File: src/rtl/pmem_lsu.sv
// Purpose : clocked, single-outstanding load/store front end to the simulation memory model.
// Latency : legal access accepted at edge N responds at edge N+LATENCY; faulted access at edge N+1.
// Backpr. : req_ready only in IDLE; a response is held stable until resp_ready, after which req_ready returns one cycle later.
//
// Ports:
//   clock, reset (async, active-low)
//   req_*  : request channel (valid/ready), write/addr/size/signed/wdata
//   resp_* : response channel (valid/ready), extended load data and fault flag
//   cnt_*  : wrapping counters of completed loads, stores and faulted requests
//   pmem_* : memory-model call port; pmem_call is high for exactly the one cycle in which
//            pmem_read/pmem_write is performed, and the model commits/returns on that cycle's
//            rising edge. pmem_rdata is the model's combinational read result for pmem_addr.
module pmem_lsu #(
    parameter int ADDR_W       = 32,
    parameter int LATENCY      = 1,
    parameter bit MISALIGN_ERR = 1'b1
) (
    input  logic              clock,
    input  logic              reset,
    input  logic              req_valid,
    output logic              req_ready,
    input  logic              req_write,
    input  logic [ADDR_W-1:0] req_addr,
    input  logic [1:0]        req_size,
    input  logic              req_signed,
    input  logic [31:0]       req_wdata,
    output logic              resp_valid,
    input  logic              resp_ready,
    output logic [31:0]       resp_rdata,
    output logic              resp_err,
    output logic [31:0]       cnt_load,
    output logic [31:0]       cnt_store,
    output logic [31:0]       cnt_err,
    output logic              pmem_call,
    output logic              pmem_we,
    output logic [31:0]       pmem_addr,
    output logic [2:0]        pmem_len,
    output logic [31:0]       pmem_wdata,
    input  logic [31:0]       pmem_rdata
);

    typedef enum logic [1:0] {S_IDLE, S_BUSY, S_RESP} state_t;

    localparam logic [7:0] LAT_M1 = 8'(LATENCY - 1);

    state_t            r_state;
    logic [7:0]        r_lat;
    logic              r_fault;
    logic              r_write;
    logic [ADDR_W-1:0] r_addr;
    logic [1:0]        r_size;
    logic              r_signed;
    logic [31:0]       r_wdata;
    logic              r_req_ready;
    logic              r_resp_valid;
    logic [31:0]       r_resp_rdata;
    logic              r_resp_err;
    logic [31:0]       r_cnt_load;
    logic [31:0]       r_cnt_store;
    logic [31:0]       r_cnt_err;

    logic              w_misal;
    logic              w_fault;
    logic [31:0]       w_load;
    logic [31:0]       w_addr32;

    // Fault decode on the live request so the decision is latched with the request.
    always_comb begin
        w_misal = 1'b0;
        case (req_size)
            2'd1:    w_misal = req_addr[0];
            2'd2:    w_misal = |req_addr[1:0];
            default: w_misal = 1'b0;
        endcase
        w_fault = (req_size == 2'd3) || (MISALIGN_ERR && w_misal);
    end

    // Load extension; word loads pass through whatever req_signed says.
    always_comb begin
        w_load = pmem_rdata;
        case (r_size)
            2'd0:    w_load = {{24{r_signed & pmem_rdata[7]}},  pmem_rdata[7:0]};
            2'd1:    w_load = {{16{r_signed & pmem_rdata[15]}}, pmem_rdata[15:0]};
            default: w_load = pmem_rdata;
        endcase
    end

    always_comb begin
        pmem_len = 3'd4;
        case (r_size)
            2'd0:    pmem_len = 3'd1;
            2'd1:    pmem_len = 3'd2;
            default: pmem_len = 3'd4;
        endcase
    end

    // The memory model always sees a 32-bit address.
    if (ADDR_W >= 32) begin : g_addr_trunc
        assign w_addr32 = r_addr[31:0];
    end else begin : g_addr_zext
        assign w_addr32 = {{(32-ADDR_W){1'b0}}, r_addr};
    end

    // Faulted requests also pass through BUSY (with a zero count) so they respond
    // one edge after acceptance, but they never raise pmem_call.
    assign pmem_call  = (r_state == S_BUSY) && (r_lat == 8'd0) && !r_fault;
    assign pmem_we    = r_write;
    assign pmem_addr  = w_addr32;
    assign pmem_wdata = r_wdata;

    assign req_ready  = r_req_ready;
    assign resp_valid = r_resp_valid;
    assign resp_rdata = r_resp_rdata;
    assign resp_err   = r_resp_err;
    assign cnt_load   = r_cnt_load;
    assign cnt_store  = r_cnt_store;
    assign cnt_err    = r_cnt_err;

    always_ff @(posedge clock or negedge reset) begin
        if (!reset) begin
            r_state      <= S_IDLE;
            r_lat        <= 8'd0;
            r_fault      <= 1'b0;
            r_write      <= 1'b0;
            r_addr       <= '0;
            r_size       <= 2'd0;
            r_signed     <= 1'b0;
            r_wdata      <= 32'd0;
            r_req_ready  <= 1'b1;
            r_resp_valid <= 1'b0;
            r_resp_rdata <= 32'd0;
            r_resp_err   <= 1'b0;
            r_cnt_load   <= 32'd0;
            r_cnt_store  <= 32'd0;
            r_cnt_err    <= 32'd0;
        end else begin
            case (r_state)
                S_IDLE: begin
                    if (req_valid) begin
                        r_write     <= req_write;
                        r_addr      <= req_addr;
                        r_size      <= req_size;
                        r_signed    <= req_signed;
                        r_wdata     <= req_wdata;
                        r_fault     <= w_fault;
                        r_lat       <= w_fault ? 8'd0 : LAT_M1;
                        r_req_ready <= 1'b0;
                        r_state     <= S_BUSY;
                    end
                end
                S_BUSY: begin
                    if (r_lat != 8'd0) begin
                        r_lat <= r_lat - 8'd1;
                    end else begin
                        r_resp_valid <= 1'b1;
                        r_state      <= S_RESP;
                        if (r_fault) begin
                            r_resp_err   <= 1'b1;
                            r_resp_rdata <= 32'd0;
                            r_cnt_err    <= r_cnt_err + 32'd1;
                        end else begin
                            r_resp_err <= 1'b0;
                            if (r_write) begin
                                r_resp_rdata <= 32'd0;
                                r_cnt_store  <= r_cnt_store + 32'd1;
                            end else begin
                                r_resp_rdata <= w_load;
                                r_cnt_load   <= r_cnt_load + 32'd1;
                            end
                        end
                    end
                end
                S_RESP: begin
                    if (resp_ready) begin
                        r_resp_valid <= 1'b0;
                        r_req_ready  <= 1'b1;
                        r_state      <= S_IDLE;
                    end
                end
                default: begin
                    r_state     <= S_IDLE;
                    r_req_ready <= 1'b1;
                end
            endcase
        end
    end

endmodule

File: config.mk
export PLATFORM = sky130hd
export DESIGN_NAME = pmem_lsu
export DESIGN_NICKNAME = d
export VERILOG_FILES = /design/src/rtl/pmem_lsu.sv
export SDC_FILE = /design/constraint.sdc
export NUM_CORES = 1
export LEC_CHECK = 0
export CAP_MARGIN = 20
export CORE_MARGIN = 4
export CORE_UTILIZATION = 35
export CTS_BUF_LIST = sky130_fd_sc_hd__clkbuf_8
export CTS_CLUSTER_DIAMETER = 200
export CTS_CLUSTER_SIZE = 10
export DETAILED_ROUTE_END_ITERATION = 8
export GPL_TIMING_DRIVEN = 0
export PLACE_DENSITY = 0.73
export SETUP_SLACK_MARGIN = 0.4
export SLEW_MARGIN = 25
export SYNTH_ARGS = -nofsm -noshare
export SYNTH_HDL_FRONTEND = slang
export SYNTH_SLANG_ARGS = --single-unit
File: constraint.sdc
create_clock -name clock -period 2.9 [get_ports clock]
set_input_delay 0.435 -clock clock [delete_from_list [all_inputs] [get_ports clock]]
set_output_delay 0.435 -clock clock [all_outputs]
set_load 0.02 [all_outputs]
==> results of run 1 <==
[layout by cell type, fill, tap and decap left out, types with 12 or more instances in the layout]
master / netlist / routed
and3_1: 13 / 13
and4_1: 12 / 12
buf_4: 0 / 14
clkbuf_1: 29 / 24
clkbuf_8: 0 / 25
clkdlybuf4s50_1: 0 / 301
dfrtp_1: 209 / 207
inv_1: 15 / 25
nand2_1: 267 / 267
nand3_1: 37 / 36
nand4_1: 27 / 27
nor2_1: 26 / 24
nor2b_1: 17 / 17
nor3_1: 22 / 18
nor4_2: 14 / 15
nor4_4: 0 / 12
o21ai_0: 31 / 31
xnor2_1: 46 / 46
xor2_1: 49 / 49
[sequential cells by signal, indices dropped and copies added (netlist names)]
signal      flops
pmem_we         1
pmem_wdata     32
req_ready       1
r_state         2
pmem_addr      32
r_size          2
cnt_store      32
r_fault         1
resp_rdata     32
r_lat           8
r_signed        1
cnt_err        32
cnt_load       32
resp_err        1
resp_valid      1
[report_power, final]
part / switching (uW) / internal (uW)
clock: 1040 / 780
combinational: 2680 / 2140
sequential: 527 / 3700
total: 4240 / 6620
[repair_timing]
item,4_1_cts,5_1_grt
setup endpoints to repair,63,44
endpoints found under the hold margin,66,0
pin swaps,3,6
gates resized for setup,32,41
setup buffers,9,5
hold buffers,1,0
gates cloned,0,1
[stage by stage]
| step | total power (uW) | setup slack, ns |
|---|---|---|
| 2_1_floorplan | 6500 | 0.433 |
| 3_3_place_gp | 8740 | -7.63 |
| 3_5_place_dp | 8820 | -0.529 |
| 4_1_cts | 11000 | -0.105 |
| 5_1_grt | 11600 | -0.115 |
| 6_report | 10900 | -0.0481 |
[metal layers]
metal  share of wire [%]  vias up  wire length [um]  GRT usage [%]
met5               0.047        -                13              0
met2                  47      305             13000           29.3
met1                  40     3789             11200           24.0
met3                  11       50              2910           7.16
met4                 2.1        2               586           4.69
li1                    -     3769                 -              -
[layout make-up]
cell class,count,area (um^2)
tap,335,419
clock buffer,25,344
fill,2345,12400
multi-input combinational,650,4000
sequential,210,5260
buffer,42,263
inverter,15,56.3
clock inverter,10,37.5
timing repair buffer,321,3210
[logic make-up after synthesis]
logic type                 share of synthesized area [%]
muxes                                              0.474
adders and majority gates                           1.08
and+or+nand+nor                                     26.2
DFF                                                 56.9
xor gates and xnor gates                            9.00
buffers and inverters                               2.71
AOI/OAI and AO/OA                                   3.66
[worst max-delay path by stage]
stage	start	cells past startpoint	slack, ns	end
final	r_lat[2]$_DFFE_PN0P_	8	-0.05	pmem_call
after detailed placement	r_lat[0]$_DFFE_PN0P_	9	-0.53	pmem_call
after global routing	r_lat[2]$_DFFE_PN0P_	8	-0.12	pmem_call
after CTS	r_lat[2]$_DFFE_PN0P_	8	-0.11	pmem_call
after floorplan	r_lat[4]$_DFFE_PN0P_	7	0.43	pmem_call
after global placement	reset	1	-7.63	resp_rdata[16]$_DFFE_PN0P_
[worst register-to-register path, stage by stage, from the launching register on]
cell and delay (ns):
dfrtp_2 0.41, or4_4 0.53, buf_6 0.13, buf_4 0.16
or4_4 0.55, buf_12 0.17, nor4_2 0.25, xor2_1 0.19
==> impl_table.tex, run 1 <==
\begin{tabular}{lr}
\hline
Metric & Value \\
\hline
\multicolumn{2}{l}{\textbf{Status}} \\
\quad Result of the run & finished with violations \\
\quad Failing checks & negative setup slack \\
\multicolumn{2}{l}{\textbf{Synthesis}} \\
\quad Average size of a mapped cell & 10.1 um\^{}2 \\
\quad Post-synth top flop & dfrtp\_1 \\
\quad Post-synthesis cell area & 9240 um\^{}2 \\
\quad Cell with the most instances after synthesis & nand2\_1 \\
\quad Number of enable flip-flop cells after synthesis & 0 \\
\quad Proportion of synthesized flip-flops having asynchronous set or reset & 100\% \\
\quad Synth Register Bits & 210 \\
\quad Dominant cell type by area after synthesis & dfrtp\_1 \\
\quad Sequential fraction of the synthesis area & 56.9\% \\
\quad Yosys warning count & 0 \\
\quad Synth cell types & 43 \\
\quad Post-synth net total & 1029 \\
\quad Mapped Cells & 917 \\
\quad Most numerous cell types in the synthesized netlist & nand2\_1, dfrtp\_1, xor2\_1, xnor2\_1, nand3\_1 \\
\quad Top cells by area in the synthesized netlist & dfrtp\_1, nand2\_1, xor2\_1, xnor2\_1, nand3\_1 \\
\quad Area fraction of the dominant cell type after synthesis & 56.6\% \\
\multicolumn{2}{l}{\textbf{Worst setup path}} \\
\quad Startpoint of the worst-slack reg-to-reg timing path & r\_lat[2]\$\_DFFE\_PN0P\_ \\
\quad Required time at the worst-slack endpoint & 2.47 ns \\
\quad Worst r2r path cells & 7 \\
\quad Setup slack, reg-to-reg & 0.42 ns \\
\quad Slowest cell on crit path & or4\_4 \\
\quad Maximum fanout along the worst path & 2 \\
\quad Top cell by count, worst path & buf\_6 \\
\quad Top delay family on crit path & simple AND/OR/NAND/NOR gates \\
\quad Worst reg2reg endpoint & cnt\_store[25]\$\_DFFE\_PN0P\_ \\
\quad Critical path, cell by cell & or4\_4 -> buf\_6 -> buf\_8 -> or3\_4 -> buf\_6 -> clkbuf\_16 -> nor2\_4 -> buf\_6 \\
\quad Start-to-end type of the worst setup path & reg2out \\
\quad WP data arrival & 2.51 ns \\
\quad Kind of launch point of the worst setup path & flop \\
\quad Combined buffer and inverter count along the critical path & 5 \\
\quad Type of element capturing the critical path & primary output \\
\quad CP max stage delay & 0.53 ns \\
\multicolumn{2}{l}{\textbf{Hold path}} \\
\quad Worst Hold Endpoint & pmem\_wdata[31]\$\_DFFE\_PN0P\_ \\
\quad HP Start & req\_wdata[31] \\
\quad Hold Path Cell Cnt & 3 \\
\quad Kind of path behind the tightest hold check & in2reg \\
\multicolumn{2}{l}{\textbf{Global route}} \\
\quad Vias in the first global route & 8002 \\
\quad Global routing usage summed across all routing layers & 18.5\% \\
\quad Remaining Overflow, GRT & 0 \\
\quad Largest net degree at the start of global routing & 83 \\
\quad Antenna violations before repair & 1 \\
\quad Wire length of the first global-routing pass & 43.6 mm \\
\multicolumn{2}{l}{\textbf{CTS}} \\
\quad H-tree lvl count & 1 \\
\quad Clock edge transition at the registers on the reported setup and hold paths & 0.08 ns \\
\quad Later-pin clock latency in the skew report & 0.55 ns \\
\quad CTS Buf Count & 24 \\
\quad Clock tree from TritonCTS & yes \\
\quad Sink count of the clock tree & 210 \\
\quad Clock Tree Buf Depth & 3 \\
\quad Master cell of the clock root buffer & clkbuf\_8 \\
\multicolumn{2}{l}{\textbf{Finish}} \\
\quad Post-layout util & 52.3\% \\
\quad Design Area, Final & 13600 um\^{}2 \\
\quad Share of post-route cells with drive strength above 1 & 8.48\% \\
\quad P\&R area growth vs syn & 47.1\% \\
\quad \# diodes & 0 \\
\quad Net count reported at finish & 1376 \\
\quad Final non-filler cell total & 1608 \\
\multicolumn{2}{l}{\textbf{STA}} \\
\quad Maximum clock rate & 0.339 GHz \\
\quad Number of hold-slack violations in the final timing report & 0 \\
\quad Count of pins over their slew limit & 0 \\
\quad Setup repair after global routing missed its margin & yes \\
\quad Min setup slack post-route & -0.0481 ns \\
\quad Portion of the clock cycle consumed by the worst path in the final layout & 102\% \\
\quad Setup-failing EPs final & 1 \\
\quad Worst slew margin relative to its limit & 39.4\% \\
\quad Setup TNS after final layout & -0.0481 ns \\
\quad Min cycle time layout & 2.95 ns \\
\quad Layout Skew & 0.0260 ns \\
\quad Minimum hold slack & 0.410 ns \\
\quad Slew @ Worst Pin & 0.905 ns \\
\multicolumn{2}{l}{\textbf{Routing}} \\
\quad Aggregate routed wire length & 27.7 mm \\
\quad Count of unresolved DRC violations after routing & 0 \\
\quad Total number of vias & 7915 \\
\quad Number of DRC violations after detailed-routing iteration 0 & 459 \\
\quad Routed len/inst & 17.2 um \\
\quad Number of optimization iterations in the first detailed-route pass & 5 \\
\quad Antenna violation net count after detailed routing & 0 \\
\quad Via density per instance & 4.92 \\
\multicolumn{2}{l}{\textbf{Die}} \\
\quad DIE AREA & 29100 um\^{}2 \\
\quad Die boundary height & 170 um \\
\quad Core Area & 26000 um\^{}2 \\
\quad Initial Utilization & 35.6\% \\
\quad Top-level port count & 304 \\
\quad Std cell rows & 59 \\
\quad Width of the die & 170 um \\
\multicolumn{2}{l}{\textbf{Power}} \\
\quad Leakage Power & 0.00622 uW \\
\quad IR Drop Worst-Case VDD & 0.000549 V \\
\quad Power Dens Cells & 799 nW/um\^{}2 \\
\multicolumn{2}{l}{\textbf{Place}} \\
\quad Detailed-placement wirelength estimate & 20.0 mm \\
\quad Cell total after placement & 1557 \\
\quad Count of buffers from port buffering & 303 \\
\quad Final weighted congestion of routability-driven global placement & 0.797 \\
\quad DP Area & 12800 um\^{}2 \\
\multicolumn{2}{l}{\textbf{Job}} \\
\quad Max-cap violation count & 0 \\
\hline
\end{tabular}
No activity file was read; power rests on OpenSTA's default activity.
==> run 2: changes to the inputs <==
- CORE_MARGIN: 4 -> not set
==> impl_table.tex, run 2 (synthesis gave the netlist of run 1 again) <==
\begin{tabular}{lr}
\hline
Metric & Value \\
\hline
\multicolumn{2}{l}{\textbf{Die}} \\
\quad Width of the die & 164 um (was 170 um) \\
\quad Std cell rows & 59 (unchanged) \\
\quad Initial Utilization & 35.6\% (unchanged) \\
\quad DIE AREA & 27100 um\^{}2 (was 29100 um\^{}2) \\
\quad Top-level port count & 304 (unchanged) \\
\quad Die boundary height & 164 um (was 170 um) \\
\quad Core Area & 26000 um\^{}2 (unchanged) \\
\multicolumn{2}{l}{\textbf{Worst setup path}} \\
\quad Start point of the critical path & r\_lat[5]\$\_DFFE\_PN0P\_ (was r\_lat[2]\$\_DFFE\_PN0P\_) \\
\quad Setup slack, reg-to-reg & 0.47 ns (was 0.42 ns) \\
\quad Required time at the worst-slack endpoint & 2.47 ns (about the same) \\
\quad Startpoint of the worst-slack reg-to-reg timing path & r\_lat[5]\$\_DFFE\_PN0P\_ (was r\_lat[2]\$\_DFFE\_PN0P\_) \\
\quad Start-to-end type of the worst setup path & reg2out (unchanged) \\
\quad Slowest cell on crit path & or4\_4 (unchanged) \\
\quad Maximum fanout along the worst path & 2 (unchanged) \\
\quad Worst reg2reg endpoint & cnt\_err[31]\$\_DFFE\_PN0P\_ (was cnt\_store[25]\$\_DFFE\_PN0P\_) \\
\quad Worst r2r path cells & 7 (unchanged) \\
\quad Critical path, cell by cell & or4\_4 -> buf\_6 -> buf\_8 -> or3\_4 -> buf\_6 -> clkbuf\_16 -> nor2\_4 -> buf\_6 (unchanged) \\
\quad CP max stage delay & 0.53 ns (about the same) \\
\quad Kind of launch point of the worst setup path & flop (unchanged) \\
\quad Total stage count of the critical path & 8 (unchanged) \\
\quad Combined buffer and inverter count along the critical path & 5 (unchanged) \\
\quad Top cell by count, worst path & buf\_6 (unchanged) \\
\quad Destination of the critical timing path & pmem\_call (unchanged) \\
\quad WP data arrival & 2.52 ns (was 2.51 ns) \\
\quad Type of element capturing the critical path & primary output (unchanged) \\
\quad Top delay family on crit path & simple AND/OR/NAND/NOR gates (unchanged) \\
\multicolumn{2}{l}{\textbf{CTS}} \\
\quad H-tree lvl count & 1 (unchanged) \\
\quad Clock tree from TritonCTS & yes (unchanged) \\
\quad Master cell of the clock root buffer & clkbuf\_8 (unchanged) \\
\quad Later-pin clock latency in the skew report & 0.56 ns (was 0.55 ns) \\
\quad CTS Buf Count & 24 (unchanged) \\
\quad Clock Tree Buf Depth & 3 (unchanged) \\
\quad Sink count of the clock tree & 210 (unchanged) \\
\quad Clock edge transition at the registers on the reported setup and hold paths & 0.08 ns (about the same) \\
\multicolumn{2}{l}{\textbf{Routing}} \\
\quad Via density per instance & 4.93 (was 4.92) \\
\quad Antenna violation net count after detailed routing & 0 (unchanged) \\
\quad Aggregate routed wire length & 26.9 mm (was 27.7 mm) \\
\quad Total number of vias & 7943 (was 7915) \\
\quad Number of DRC violations after detailed-routing iteration 0 & 452 (was 459) \\
\quad Routed len/inst & 16.7 um (was 17.2 um) \\
\quad Number of optimization iterations in the first detailed-route pass & 4 (was 5) \\
\quad Count of unresolved DRC violations after routing & 0 (unchanged) \\
\multicolumn{2}{l}{\textbf{Global route}} \\
\quad Antenna violations before repair & 1 (unchanged) \\
\quad Remaining Overflow, GRT & 0 (unchanged) \\
\quad Wire length of the first global-routing pass & 42.1 mm (was 43.6 mm) \\
\quad Vias in the first global route & 7834 (was 8002) \\
\quad Global routing usage summed across all routing layers & 19.7\% (was 18.5\%) \\
\quad Largest net degree at the start of global routing & 63 (was 83) \\
\multicolumn{2}{l}{\textbf{Power}} \\
\quad Internal Dissipation & 6600 uW (was 6620 uW) \\
\quad Switching power summed over all nets & 4230 uW (was 4240 uW) \\
\quad Leakage Power & 0.00611 uW (was 0.00622 uW) \\
\quad Power Dens Cells & 801 nW/um\^{}2 (was 799 nW/um\^{}2) \\
\quad Clk network pwr share & 16.9\% (was 16.7\%) \\
\quad Sequential power share & 38.8\% (was 38.9\%) \\
\quad IR Drop Worst-Case VDD & 0.000565 V (was 0.000549 V) \\
\quad Switching share of power & 39.0\% (about the same) \\
\quad Comb pwr share & 44.3\% (was 44.4\%) \\
\quad Final total power & 10800 uW (was 10900 uW) \\
\multicolumn{2}{l}{\textbf{Finish}} \\
\quad Sequential standard cell area & 5260 um\^{}2 (about the same) \\
\quad Net count reported at finish & 1376 (unchanged) \\
\quad P\&R area growth vs syn & 46.2\% (was 47.1\%) \\
\quad Number of fill cells & 2363 (was 2345) \\
\quad Most frequent cells in the layout & clkdlybuf4s50\_1, nand2\_1, dfrtp\_1 (unchanged) \\
\quad Leading cell type in the layout, fill and taps excluded & clkdlybuf4s50\_1 (unchanged) \\
\quad Design Area, Final & 13500 um\^{}2 (was 13600 um\^{}2) \\
\quad Total area of multi-input combinational cells & 3920 um\^{}2 (was 4000 um\^{}2) \\
\quad Final non-filler cell total & 1610 (was 1608) \\
\quad Share of post-route cells with drive strength above 1 & 7.85\% (was 8.48\%) \\
\multicolumn{2}{l}{\textbf{Place}} \\
\quad Cell total after placement & 1558 (was 1557) \\
\quad Count of buffers from port buffering & 303 (unchanged) \\
\quad Pre-CTS setup slack & -0.434 ns (was -0.529 ns) \\
\quad Detailed-placement wirelength estimate & 19.6 mm (was 20.0 mm) \\
\quad DP Area & 12800 um\^{}2 (about the same) \\
\quad Final weighted congestion of routability-driven global placement & 0.842 (was 0.797) \\
\multicolumn{2}{l}{\textbf{Status}} \\
\quad Result of the run & finished with violations (unchanged) \\
\quad Failing checks & negative setup slack (unchanged) \\
\multicolumn{2}{l}{\textbf{STA}} \\
\quad Setup TNS after final layout & -0.0530 ns (was -0.0481 ns) \\
\quad Worst slew margin relative to its limit & 51.6\% (was 39.4\%) \\
\quad Min setup slack post-route & -0.0530 ns (was -0.0481 ns) \\
\quad Layout Skew & 0.0229 ns (was 0.0260 ns) \\
\quad Portion of the clock cycle consumed by the worst path in the final layout & 102\% (about the same) \\
\quad Maximum clock rate & 0.339 GHz (about the same) \\
\quad Setup-failing EPs final & 1 (unchanged) \\
\quad Setup repair after global routing missed its margin & yes (unchanged) \\
\quad Number of hold-slack violations in the final timing report & 0 (unchanged) \\
\quad Min cycle time layout & 2.95 ns (about the same) \\
\quad Count of pins over their slew limit & 0 (unchanged) \\
\quad Slew @ Worst Pin & 0.725 ns (was 0.905 ns) \\
\multicolumn{2}{l}{\textbf{Hold path}} \\
\quad Kind of path behind the tightest hold check & in2async (was in2reg) \\
\multicolumn{2}{l}{\textbf{Job}} \\
\quad Max-cap violation count & 0 (unchanged) \\
\hline
\end{tabular}
## run 2: cell types whose count changed in the layout (fill, tap and decap cells not counted), moves of 2 or more
| cell | change |
|---|---|
| nor3_1 | +2 |
| nor4_4 | -6 |
| nor3_2 | -2 |
| nor4_2 | +5 |
| clkbuf_1 | +4 |
| clkbuf_2 | -4 |
## run 2: stage by stage
stage / hold WS (ns) / util [%]
finish: 0.365 / 52.0
global route: 0.362 / 52.0
CTS: 0.337 / 51.3
detailed placement: 0.358 / 49.2
global placement: 0.458 / 48.9
floorplan: 0.139 / -
## run 2: cell type report
cell class	count	share of cell area (%)
diodes	1	0.0185
clock buffers	24	2.45
flip-flops and latches	210	38.9
multi-input cells	650	29.0
clock inverters	12	0.371
well taps	335	3.10
repair buffers	321	23.9
plain buffers	42	1.77
inverters	15	0.417
## run 2: worst min path at each step
stage | start | depth (start not counted) | slack (ns) | to
global placement | pmem_wdata[31]$_DFFE_PN0P_ | 2 | 0.46 | pmem_wdata[31]$_DFFE_PN0P_
CTS | reset | 2 | 0.34 | cnt_err[21]$_DFFE_PN0P_
finish | reset | 2 | 0.36 | cnt_store[18]$_DFFE_PN0P_
detailed placement | reset | 1 | 0.36 | cnt_store[18]$_DFFE_PN0P_
global route | reset | 2 | 0.36 | cnt_store[18]$_DFFE_PN0P_
floorplan | reset | 0 | 0.14 | cnt_err[0]$_DFFE_PN0P_
## run 2: timing repair
| action | CTS | global route |
|---|---|---|
| hold buffers | 1 | 0 |
| setup buffers | 8 | 5 |
| setup endpoints to repair | 33 | 45 |
| pin swaps | 2 | 4 |
| resized for setup | 26 | 23 |
| gates cloned | 0 | 1 |
| endpoints found under the hold margin | 47 | 0 |
## run 2: power by group through the flow
stage                     Combinational [uW]  Sequential, uW  Clock (uW)
final                                   4800            4190        1830
after global routing                    5200            4310        2010
after CTS                               4750            4200        1900
after detailed placement                4540            4240           0
after global placement                  4460            4220           0
after floorplan                         1490            5010           0
## run 2: metal layers
| layer | track usage [%] | routed length (um) | vias up |
|---|---|---|---|
| met5 | 0 | 0 | - |
| met3 | 6.50 | 2340 | 39 |
| li1 | - | - | 3779 |
| met4 | 5.25 | 512 | 0 |
| met1 | 25.0 | 11300 | 3871 |
| met2 | 32.2 | 12800 | 254 |
==> run 3: changes to the inputs <==
- CORE_ASPECT_RATIO: not set -> 0.7
==> impl_table.tex, run 3 (synthesis gave the netlist of run 1 again) <==
\begin{tabular}{lr}
\hline
Metric & Value \\
\hline
\multicolumn{2}{l}{\textbf{Worst setup path}} \\
\quad Slowest cell on crit path & or4\_4 (unchanged) \\
\quad Critical path, cell by cell & or4\_4 -> buf\_6 -> buf\_8 -> or3\_4 -> buf\_12 -> clkbuf\_16 -> nor2\_4 -> buf\_6 (was or4\_4 -> buf\_6 -> buf\_8 -> or3\_4 -> buf\_6 -> clkbuf\_16 -> nor2\_4 -> buf\_6) \\
\quad Start point of the critical path & r\_lat[2]\$\_DFFE\_PN0P\_ (was r\_lat[5]\$\_DFFE\_PN0P\_) \\
\quad WP data arrival & 2.55 ns (was 2.52 ns) \\
\quad Required time at the worst-slack endpoint & 2.47 ns (about the same) \\
\quad Start-to-end type of the worst setup path & reg2out (unchanged) \\
\quad CP max stage delay & 0.53 ns (about the same) \\
\quad Top cell by count, worst path & buf\_6 (unchanged) \\
\quad Maximum fanout along the worst path & 2 (unchanged) \\
\quad Startpoint of the worst-slack reg-to-reg timing path & r\_lat[2]\$\_DFFE\_PN0P\_ (was r\_lat[5]\$\_DFFE\_PN0P\_) \\
\quad Type of element capturing the critical path & primary output (unchanged) \\
\quad Kind of launch point of the worst setup path & flop (unchanged) \\
\multicolumn{2}{l}{\textbf{STA}} \\
\quad Min setup slack post-route & -0.0827 ns (was -0.0530 ns) \\
\quad Worst slew margin relative to its limit & 29.3\% (was 51.6\%) \\
\quad Setup repair after global routing missed its margin & yes (unchanged) \\
\quad Setup-failing EPs final & 1 (unchanged) \\
\quad Slew @ Worst Pin & 1.06 ns (was 0.725 ns) \\
\quad Maximum clock rate & 0.335 GHz (was 0.339 GHz) \\
\quad Min cycle time layout & 2.98 ns (was 2.95 ns) \\
\quad Setup TNS after final layout & -0.0827 ns (was -0.0530 ns) \\
\quad Number of hold-slack violations in the final timing report & 0 (unchanged) \\
\quad Portion of the clock cycle consumed by the worst path in the final layout & 103\% (was 102\%) \\
\quad Layout Skew & 0.0147 ns (was 0.0229 ns) \\
\quad Count of pins over their slew limit & 0 (unchanged) \\
\multicolumn{2}{l}{\textbf{Finish}} \\
\quad Total area of multi-input combinational cells & 4220 um\^{}2 (was 3920 um\^{}2) \\
\quad Leading cell type in the layout, fill and taps excluded & clkdlybuf4s50\_1 (unchanged) \\
\quad Share of post-route cells with drive strength above 1 & 9.51\% (was 7.85\%) \\
\quad \# diodes & 0 (was 1) \\
\quad Final non-filler cell total & 1630 (was 1610) \\
\quad Net count reported at finish & 1377 (was 1376) \\
\quad P\&R area growth vs syn & 50.5\% (was 46.2\%) \\
\quad Sequential standard cell area & 5260 um\^{}2 (unchanged) \\
\quad Number of fill cells & 2266 (was 2363) \\
\quad Most frequent cells in the layout & clkdlybuf4s50\_1, nand2\_1, dfrtp\_1 (unchanged) \\
\multicolumn{2}{l}{\textbf{Global route}} \\
\quad Wire length of the first global-routing pass & 42.7 mm (was 42.1 mm) \\
\quad Remaining Overflow, GRT & 0 (unchanged) \\
\quad Vias in the first global route & 7733 (was 7834) \\
\quad Antenna violations before repair & 0 (was 1) \\
\quad Global routing usage summed across all routing layers & 20.1\% (was 19.7\%) \\
\quad Largest net degree at the start of global routing & 88 (was 63) \\
\multicolumn{2}{l}{\textbf{CTS}} \\
\quad Sink count of the clock tree & 210 (unchanged) \\
\quad Clock tree from TritonCTS & yes (unchanged) \\
\quad Clock Tree Buf Depth & 3 (unchanged) \\
\quad Master cell of the clock root buffer & clkbuf\_8 (unchanged) \\
\quad H-tree lvl count & 1 (unchanged) \\
\quad Clock edge transition at the registers on the reported setup and hold paths & 0.07 ns (was 0.08 ns) \\
\quad CTS Buf Count & 24 (unchanged) \\
\quad Later-pin clock latency in the skew report & 0.54 ns (was 0.56 ns) \\
\multicolumn{2}{l}{\textbf{Routing}} \\
\quad Via density per instance & 4.91 (was 4.93) \\
\quad Routed len/inst & 17.4 um (was 16.7 um) \\
\quad Number of optimization iterations in the first detailed-route pass & 4 (unchanged) \\
\quad Aggregate routed wire length & 28.4 mm (was 26.9 mm) \\
\quad Total number of vias & 8010 (was 7943) \\
\quad Number of DRC violations after detailed-routing iteration 0 & 477 (was 452) \\
\quad Count of unresolved DRC violations after routing & 0 (unchanged) \\
\quad Antenna violation net count after detailed routing & 0 (unchanged) \\
\multicolumn{2}{l}{\textbf{Die}} \\
\quad Die boundary height & 138 um (was 164 um) \\
\quad Std cell rows & 49 (was 59) \\
\quad Initial Utilization & 35.8\% (was 35.6\%) \\
\quad Width of the die & 196 um (was 164 um) \\
\quad Top-level port count & 304 (unchanged) \\
\quad Core Area & 25800 um\^{}2 (was 26000 um\^{}2) \\
\quad DIE AREA & 27100 um\^{}2 (about the same) \\
\multicolumn{2}{l}{\textbf{Place}} \\
\quad Detailed-placement wirelength estimate & 20.2 mm (was 19.6 mm) \\
\quad Cell total after placement & 1579 (was 1558) \\
\quad Final weighted congestion of routability-driven global placement & 0.839 (was 0.842) \\
\quad Count of buffers from port buffering & 303 (unchanged) \\
\multicolumn{2}{l}{\textbf{Power}} \\
\quad Clk network pwr share & 16.7\% (was 16.9\%) \\
\quad Switching power summed over all nets & 4240 uW (was 4230 uW) \\
\quad Leakage Power & 0.00656 uW (was 0.00611 uW) \\
\quad Power Dens Cells & 783 nW/um\^{}2 (was 801 nW/um\^{}2) \\
\quad Comb pwr share & 44.5\% (was 44.3\%) \\
\quad Sequential power share & 38.8\% (about the same) \\
\quad Internal Dissipation & 6650 uW (was 6600 uW) \\
\quad Switching share of power & 38.9\% (was 39.0\%) \\
\quad IR Drop Worst-Case VDD & 0.000612 V (was 0.000565 V) \\
\multicolumn{2}{l}{\textbf{Status}} \\
\quad Failing checks & negative setup slack (unchanged) \\
\quad Result of the run & finished with violations (unchanged) \\
\multicolumn{2}{l}{\textbf{Hold path}} \\
\quad Kind of path behind the tightest hold check & in2async (unchanged) \\
\multicolumn{2}{l}{\textbf{Job}} \\
\quad Max-cap violation count & 0 (unchanged) \\
\hline
\end{tabular}
## run 3: changes by cell type in the layout (fill, tap and decap cells not counted), sizes merged
cell / before / now
inv: 27 / 24
clkbuf: 53 / 56
diode: 1 / 0
buf: 32 / 31
## run 3: per-stage QoR
stage	utilization (%)	power, uW	cell area [um^2]	hold WS, ns	worst slack [ns]
3_5_place_dp	49.6	8790	12800	0.374	-0.504
4_1_cts	51.9	10900	13400	0.369	-0.127
5_1_grt	53.9	11600	13900	0.405	-0.171
2_1_floorplan	-	6500	9250	0.139	0.433
6_report	53.9	10900	13900	0.396	-0.0827
3_3_place_gp	49.3	8700	12700	0.454	-7.69
## run 3: worst paths after layout
kind	slack, ns	depth (start not counted)	endpoint
min	0.40	2	cnt_store[13]$_DFFE_PN0P_
max	-0.08	8	pmem_call
max reg2reg	0.32	8	cnt_err[31]$_DFFE_PN0P_
max in group asynchronous	1.39	4	cnt_load[18]$_DFFE_PN0P_
min reg2reg	0.46	1	cnt_err[31]$_DFFE_PN0P_
min in group clock	0.41	3	pmem_addr[8]$_DFFE_PN0P_
## run 3: what timing repair did
action / 4_1_cts / 5_1_grt
hold endpoints to repair: 51 / 0
hold buffers: 1 / 0
setup buffers: 8 / 6
setup endpoints to repair: 51 / 65
pin swaps: 3 / 36
resized for setup: 35 / 79
gates cloned: 0 / 2
## run 3: power by group through the flow
stage	clock network (uW)	logic, uW	registers [uW]
3_5_place_dp	0	4540	4260
4_1_cts	1920	4790	4220
6_report	1820	4850	4220
5_1_grt	2000	5240	4320
2_1_floorplan	0	1490	5010
3_3_place_gp	0	4470	4240
## run 3: critical path: cells and delay by family (launching register included)
| kind | cells | cell delay, ns |
|---|---|---|
| AND/OR/NAND/NOR | 3 | 0.95 |
| buffers and inverters | 5 | 0.64 |
| flip-flops | 1 | 0.41 |
## run 3: metal layers
metal	GRT usage (%)	wire [um]	up-vias
li1	-	-	3773
met2	31.0	13000	274
met1	27.6	12500	3931
met4	4.90	543	0
met3	6.15	2340	32
met5	0	0	-
## run 3: cell type report
class / count / area share (%)
Tap cell: 357 / 3.21
Buffer: 42 / 2.07
Clock buffer: 25 / 2.47
Sequential cell: 210 / 37.8
Multi-Input combinational cell: 650 / 30.3
Timing Repair Buffer: 322 / 23.5
Clock inverter: 9 / 0.243
Inverter: 15 / 0.405
